File: src/rtl/stm32_bus_interface.sv
// stm32_bus_interface: synchronous-parallel slave on the STM32 FMC/GPIO link.
// Define STM32_IF_CHECKSUM_EN to add the per-transfer XOR checksum beat.
module stm32_bus_interface #(
   parameter int BUS_W      = 4,
   parameter int IQ_W       = 16,
   parameter int FREQ_W     = 22,
   parameter int FREQ_RESET = 620407
) (
   input  logic              clk_in,
   input  logic              rst_n,
   input  logic [BUS_W-1:0]  data_in,
   input  logic              data_sync,
   input  logic [IQ_W-1:0]   rx_i,
   input  logic [IQ_W-1:0]   rx_q,
   input  logic              adc_otr,
   output logic [BUS_W-1:0]  data_out,
   output logic [FREQ_W-1:0] freq_out,
   output logic              preamp_enable,
   output logic              tx,
   output logic              rx,
   output logic [IQ_W-1:0]   tx_i,
   output logic [IQ_W-1:0]   tx_q,
   output logic              params_valid,
   output logic              tx_iq_valid,
   output logic              csum_error
);

   localparam int FREQ_BEATS = (FREQ_W + BUS_W - 1) / BUS_W;
   localparam int IQ2_W      = 2 * IQ_W;
   localparam int IQ_BEATS   = IQ2_W / BUS_W;
   localparam int CNT_W      = $clog2(IQ_BEATS + FREQ_BEATS + 2) + 1;

   localparam logic [2:0] S_IDLE = 3'd0;
   localparam logic [2:0] S_GET  = 3'd1;
   localparam logic [2:0] S_SEND = 3'd2;
   localparam logic [2:0] S_TX   = 3'd3;
   localparam logic [2:0] S_RX   = 3'd4;

   logic [2:0]       state;
   logic [CNT_W-1:0] cnt;
   logic [FREQ_W-1:0] fsh;
   logic [1:0]       flags_sh;
   logic [IQ2_W-1:0] iq_sh;
   logic [IQ2_W-1:0] rx_sh;
   logic             otr_sticky;
   logic [FREQ_W-1:0] fsh_nxt;
   logic [IQ2_W-1:0] iq_nxt;
   logic [BUS_W-1:0] rx_top;

   // Shadow shift paths: new beat enters at the LSB, stale MSBs fall off.
   assign fsh_nxt = FREQ_W'({fsh, data_in});
   assign iq_nxt  = IQ2_W'({iq_sh, data_in});
   assign rx_top  = rx_sh[IQ2_W-1 -: BUS_W];
   assign rx      = ~tx;

`ifdef STM32_IF_CHECKSUM_EN
   logic [BUS_W-1:0] csum;
   logic             csum_err_q;
   assign csum_error = csum_err_q;
`else
   assign csum_error = 1'b0;
`endif

   // Command decode, beat staging, atomic commit and readback.
   always_ff @(posedge clk_in or negedge rst_n) begin
      if (!rst_n) begin
         state         <= S_IDLE;
         cnt           <= '0;
         fsh           <= '0;
         flags_sh      <= '0;
         iq_sh         <= '0;
         rx_sh         <= '0;
         otr_sticky    <= 1'b0;
         data_out      <= '0;
         freq_out      <= FREQ_W'(FREQ_RESET);
         preamp_enable <= 1'b0;
         tx            <= 1'b0;
         tx_i          <= '0;
         tx_q          <= '0;
         params_valid  <= 1'b0;
         tx_iq_valid   <= 1'b0;
`ifdef STM32_IF_CHECKSUM_EN
         csum          <= '0;
         csum_err_q    <= 1'b0;
`endif
      end else begin
         params_valid <= 1'b0;
         tx_iq_valid  <= 1'b0;
`ifdef STM32_IF_CHECKSUM_EN
         csum_err_q   <= 1'b0;
`endif
         if (adc_otr)
            otr_sticky <= 1'b1;
         if (data_sync) begin
            cnt      <= '0;
            fsh      <= '0;
            flags_sh <= '0;
            iq_sh    <= '0;
            rx_sh    <= {rx_q, rx_i};
`ifdef STM32_IF_CHECKSUM_EN
            csum     <= '0;
`endif
            unique case (data_in[3:0])
               4'd1:    state <= S_GET;
               4'd2:    state <= S_SEND;
               4'd3:    state <= S_TX;
               4'd4:    state <= S_RX;
               default: state <= S_IDLE;
            endcase
         end else begin
            unique case (state)
               S_GET: begin
                  cnt <= cnt + CNT_W'(1);
                  if (cnt == '0)
                     flags_sh <= data_in[3:2];
                  else if (cnt <= CNT_W'(FREQ_BEATS))
                     fsh <= fsh_nxt;
`ifdef STM32_IF_CHECKSUM_EN
                  if (cnt <= CNT_W'(FREQ_BEATS))
                     csum <= csum ^ data_in;
                  if (cnt == CNT_W'(FREQ_BEATS + 1)) begin
                     state <= S_IDLE;
                     if (csum == data_in) begin
                        freq_out      <= fsh;
                        preamp_enable <= flags_sh[0];
                        tx            <= flags_sh[1];
                        params_valid  <= 1'b1;
                     end else begin
                        csum_err_q <= 1'b1;
                     end
                  end
`else
                  if (cnt == CNT_W'(FREQ_BEATS)) begin
                     state         <= S_IDLE;
                     freq_out      <= fsh_nxt;
                     preamp_enable <= flags_sh[0];
                     tx            <= flags_sh[1];
                     params_valid  <= 1'b1;
                  end
`endif
               end
               S_SEND: begin
                  data_out   <= BUS_W'({tx, otr_sticky});
                  otr_sticky <= adc_otr;
                  state      <= S_IDLE;
               end
               S_TX: begin
                  cnt <= cnt + CNT_W'(1);
`ifdef STM32_IF_CHECKSUM_EN
                  if (cnt < CNT_W'(IQ_BEATS)) begin
                     iq_sh <= iq_nxt;
                     csum  <= csum ^ data_in;
                  end else begin
                     state <= S_IDLE;
                     if (csum == data_in) begin
                        {tx_q, tx_i} <= iq_sh;
                        tx_iq_valid  <= 1'b1;
                     end else begin
                        csum_err_q <= 1'b1;
                     end
                  end
`else
                  iq_sh <= iq_nxt;
                  if (cnt == CNT_W'(IQ_BEATS - 1)) begin
                     state        <= S_IDLE;
                     {tx_q, tx_i} <= iq_nxt;
                     tx_iq_valid  <= 1'b1;
                  end
`endif
               end
               S_RX: begin
                  cnt <= cnt + CNT_W'(1);
`ifdef STM32_IF_CHECKSUM_EN
                  if (cnt < CNT_W'(IQ_BEATS)) begin
                     data_out <= rx_top;
                     rx_sh    <= rx_sh << BUS_W;
                     csum     <= csum ^ rx_top;
                  end else begin
                     data_out <= csum;
                     state    <= S_IDLE;
                  end
`else
                  data_out <= rx_top;
                  rx_sh    <= rx_sh << BUS_W;
                  if (cnt == CNT_W'(IQ_BEATS - 1))
                     state <= S_IDLE;
`endif
               end
               default: ;
            endcase
         end
      end
   end

endmodule

File: config.mk
export PLATFORM = sky130hd
export DESIGN_NAME = stm32_bus_interface
export DESIGN_NICKNAME = d
export VERILOG_FILES = /design/src/rtl/stm32_bus_interface.sv
export SDC_FILE = /design/constraint.sdc
export NUM_CORES = 1
export LEC_CHECK = 0
export CAP_MARGIN = 0
export CORE_MARGIN = 2
export CORE_UTILIZATION = 50
export CTS_BUF_LIST = sky130_fd_sc_hd__clkbuf_8
export DETAILED_ROUTE_END_ITERATION = 10
export PLACE_DENSITY = 0.78
export SYNTH_ARGS = -nofsm -noshare
export SYNTH_HDL_FRONTEND = slang
export SYNTH_SLANG_ARGS = --single-unit
File: constraint.sdc
create_clock -name clk_in -period 1.71 [get_ports clk_in]
set_input_delay 0.342 -clock clk_in [delete_from_list [all_inputs] [get_ports clk_in]]
set_output_delay 0.342 -clock clk_in [all_outputs]
set_load 0.1 [all_outputs]
; ---- Word level (Yosys, flattened, before mapping)
; Index checks and enable logic that the tools add are counted.
[classes]
addsub = 1
n_mul = 0
n_div = 0
n_lt_le_gt_ge = 1
eq_ne = 13
shift = 0
mux = 28
n_bitwise = 2
n_reduce_logical = 17
[op_table]
columns = cell, n
row1 = $mux W18, 4
row2 = $mux W32, 2
row3 = $mux W28, 2
row4 = $reduce_bool A2 Y1, 7
row5 = $pmux W3 S4, 1
row6 = $reduce_and A3 Y1, 4
row7 = $eq A5 B3 Y1 const B, 2
row8 = $mux W5, 2
row9 = $mux W1, 9
row10 = $mux W3, 3
row11 = $pmux W3 S3, 1
row12 = $eq A4 B2 Y1 const B, 2
row13 = $pmux W4 S2, 1
row14 = $eq A3 B2 Y1 const B, 2
row15 = $mux W2, 3
row16 = $add A5 B1 Y5 const B, 1
row17 = $le A5 B3 Y1 const B, 1
row18 = $logic_not A5 Y1, 1
row19 = $eq A4 B1 Y1 const B, 1
row20 = $eq A4 B3 Y1 const B, 1
row21 = $reduce_and A2 Y1, 2
row22 = $reduce_bool A4 Y1, 1
row23 = $eq A3 B1 Y1 const B, 1
row24 = $eq A3 B3 Y1 const B, 1
row25 = 6 further kinds, 7
[totals]
register_bits = 151
latch_bits = 0
ramBits = 0
romBits = 0
inputBits = 40
output_inout_bits = 64
elab_cells = 77
memories = 0

; ---- Longest topological paths before layout
[depth]
word_depth = 5
ltp_mapped = 7
mapped_depth_nobuf = 5

; ---- Least setup slack after synthesis
; OpenSTA, ideal clock, no wires.
[synth_timing]
path_type = register to output
startpoint = register tx
endpoint = output port rx
arrival_time_ns = 1.599
required_time_ns = 1.368
slack_ns = -0.231
path_stages_with_launch = 2
n_path_buf = 0
cell_sequence = dfrtp_1 -> inv_1
[synth_between]
elab_chain_cells = 1
[synth_lines]
columns = item, line
row1 = "start, declared", 19  ; output logic tx,
row2 = "start signal, assigned", 137  ; tx <= flags_sh[1];
row3 = $not A1 Y1, 54  ; assign rx = ~tx;
row4 = "end, declared", 20  ; output logic rx,
; Every way passes these cells.

; ---- Final worst setup path
[layout_timing]
startpoint = register cnt[0]
endpoint = register freq_out[7]
[layout_between]
elab_chain_cells = 2
[layout_lines]
columns = item, line
row1 = "start, declared", 40  ; logic [CNT_W-1:0] cnt;
row2 = "start signal, assigned", 113  ; cnt <= cnt + CNT_W'(1);
row3 = "start signal, assigned", 148  ; cnt <= cnt + CNT_W'(1);
row4 = "start signal, assigned", 172  ; cnt <= cnt + CNT_W'(1);
row5 = $eq A5 B3 Y1, 133  ; if (cnt == CNT_W'(FREQ_BEATS)) begin
row6 = $reduce_and A3 Y1 (no line), -
row7 = "end signal, assigned", 75  ; freq_out <= FREQ_W'(FREQ_RESET);
row8 = "end signal, assigned", 135  ; freq_out <= fsh_nxt;
row9 = "end, declared", 17  ; output logic [FREQ_W-1:0] freq_out,
; Every way passes these cells.
; A chain may end at the register's enable or synchronous reset.

==> run_results.csv <==
group,metric,value,unit
setup_path,crit_path_top_delay_cell,"or4_4",
die,core,0.0125,mm2
yosys,ys_seq_area_share,59.9,%
setup_path,cp-startpoint,"cnt[0]",
power,total_power,7.28,mW
power,ir_worst_vdd,610,uV
sta,hold_viol,0,
yosys,synth_common_cells,"dfrtp_1 (137), mux2i_1 (48), nand2_1 (40)",
die,initial_core_util,50.7,%
die,ioPinCount,104,
grt,grt_max_degree,66,
routing,route.antenna.remaining_nets,0,
grt,grt.overflow.total,0,
routing,drt_iter0_drc,202,
sta,tightest_slew,550,ps
routing,drt_first_pass_iters,4,
yosys,synth_cell_types,41,
setup_path,cp_cell_sequence,"inv_2 -> ha_4 -> nand4bb_1 -> or4_4 -> buf_12 -> mux2_1",
sta,rsz0062_at_grt,"yes",
clocking,clock_latency,440,ps
routing,wl_per_cell,16.6,um
sta,fin_worst_skew,8.95,ps
setup_path,regToRegSetupSlack,-90,ps
clocking,clk_pin_slew,70,ps
setup_path,r2r_end,"freq_out[7]",
min_path,min_path_type,"in -> async",
job,drv_cap,0,
sta,period_share,105,%
clocking,cts_made_buffers,17,
yosys,synth_top_area_cell,"dfrtp_1",
grt,grt_usage,20.7,%
power,power.leakage,4.16,nW
yosys,yosysWarnings,0,
die,die-area,0.0136,mm2
setup_path,cp.required,2030,ps
placement,place.gp.congestion,0.778,
setup_path,worstPathArrival,2120,ps
sta,slew_headroom,63.3,%
setup_path,end_kind,"flip-flop",
yosys,syn_area,0.00634,mm2
setup_path,worst_setup_path_start_kind,"flip-flop",
die,die_width,117,um
outcome,failed_checks,"negative setup slack",
clocking,cts-root-buf,"clkbuf_8",
routing,via_per_inst,5.18,
placement,dpl-instance-area,0.00841,mm2
yosys,ys.flop_type,"dfrtp_1",
setup_path,path_delay_family,"simple AND/OR/NAND/NOR gates",
finish,final_area,0.00897,mm2
yosys,synthTopCellsByArea,"dfrtp_1 (54%), mux2i_1 (7.6%), mux2_1 (6.2%)",
yosys,async_flop_share,100,%
sta,final_max_slew_viol_count,0,
placement,dp_slack,-86.9,ps
outcome,status,"finished with violations",
finish,fillers,850,
grt,grt_antenna_before_repair,0,
placement,hpwl,9.01,mm
clocking,cts_tree,"yes",
finish,final_util,71.6,%
setup_path,crit_type,"reg -> reg",
grt,grt_pass1_vias,4222,
power,power.density,811,mW/mm2
sta,clock.fmax,557,MHz
placement,io_buffers,102,
die,die_height,117,um
finish,areaGrowthSynthToFinish,41.4,%
clocking,cts_sinks,151,
routing,route.vias.total,4080,
die,num_rows,41,
sta,period_minus_slack,1800,ps
setup_path,reg2regPathDepth,6,
yosys,synth_edf_count,0,
routing,drt-total-wl,13.1,mm
sta,setup_viol,56,
routing,drc,0,
yosys,syn_nets,521,
setup_path,crit_path_max_incr_delay,440,ps
sta,setup_ws,-85.2,ps
clocking,cts_buffer_depth,2,
yosys,syn_area_per_cell,13.3,um2
yosys,syn_inst,478,
finish,nNetsFinal,645,
setup_path,path_buf_inv,2,
setup_path,r2r-start,"cnt[0]",
yosys,ys_ff_latch,151,
yosys,netlist.area_leader.share,54.1,%
yosys,yosysMostFrequentCell,"dfrtp_1",
finish,drive_gt1_share,31.2,%
grt,grt_first_pass_wirelength,21.2,mm
setup_path,worst-path-max-fanout,25,
finish,insertedDiodeCount,0,
clocking,cts_max_level,4,
[state kept, by name, indices dropped and copies added (netlist names)]
| name | cells |
|---|---|
| tx | 1 |
| preamp_enable | 1 |
| rx_sh | 32 |
| tx_iq_valid | 1 |
| iq_sh | 28 |
| tx_q | 16 |
| params_valid | 1 |
| data_out | 4 |
| otr_sticky | 1 |
| flags_sh | 2 |
| freq_out | 22 |
| state | 3 |
| cnt | 5 |
| tx_i | 16 |
| fsh | 18 |
[per-layer routing]
metal	GRT usage (%)	wire length, um	vias up
met4	7.45	188	0
met3	6.18	539	15
met1	27.6	5670	2047
li1	-	-	1930
met2	32.5	6680	88
met5	0	0	-
[layout by cell type (no fill, tap or decap), types with 4 or more instances in the layout]
cell             synthesis  layout
dfstp_2                 14      14
nand2_1                 40      40
mux2_2                   9       8
clkdlybuf4s50_1          0      37
mux2_1                  35      31
dfrtp_2                  0       4
nor2_1                   5       5
o21ai_0                  7       7
nand2b_1                28      27
inv_1                    6       5
mux2_4                  19      24
clkbuf_8                 0      23
buf_12                   0      71
nor2b_1                  4       4
buf_6                    3       6
a22o_1                  30      30
buf_4                    5      20
dfrtp_1                137     133
o21ai_1                 30      30
clkinv_2                 0       5
mux2i_1                 48      48
[metrics by stage]
step,std cells,hold WS (ps),setup TNS (ps)
after floorplan,478,46.4,-1830
after global placement,750,297,-392
after detailed placement,750,307,-2540
after CTS,784,394,-2230
after global routing,787,433,-6380
final,787,416,-2380
[how the worst max path moves through the flow]
stage,endpoint,slack (ps),depth (start not counted)
3_3_place_gp,freq_out[11],-50,5
6_report,freq_out[7],-90,6
5_1_grt,freq_out[11],-140,6
3_5_place_dp,freq_out[7],-90,5
2_1_floorplan,freq_out[20],-120,7
4_1_cts,freq_out[7],-80,6
[kinds of logic after synthesis]
group                    share of synthesized area (%)
flip-flops                                        59.9
multiplexers                                      19.9
AND/OR/NAND/NOR                                   8.03
AO/OA/AOI/OAI                                     8.27
buffers and inverters                             3.18
adder cells (fa/ha/maj)                          0.592
other                                           0.0591
XOR/XNOR                                         0.138
[layout make-up]
| type | count | area (um2) | area share (%) |
|---|---|---|---|
| Inverter | 6 | 26.3 | 0.293 |
| Clock buffer | 23 | 317 | 3.53 |
| Timing Repair Buffer | 139 | 2100 | 23.4 |
| Clock inverter | 9 | 96.3 | 1.07 |
| Multi-Input combinational cell | 287 | 2410 | 26.9 |
| Tap cell | 172 | 215 | 2.40 |
| Sequential cell | 151 | 3800 | 42.4 |
[timing repair]
item / in CTS / in global routing
gates resized for setup: 6 / 10
buffers inserted: 0 / 1
cloned: 1 / 2
hold buffers: 1 / 0
endpoints found under the hold margin: 30 / 0
endpoints found under the setup margin: 56 / 96
pin swaps: 1 / 2
[power breakdown]
part           internal [mW]  switching [mW]
sequential              3.68          0.0842
combinational          0.341           0.438
clock                   1.51            1.22
total                   5.54            1.74
Note: power is estimated with default switching activity, not from simulation.
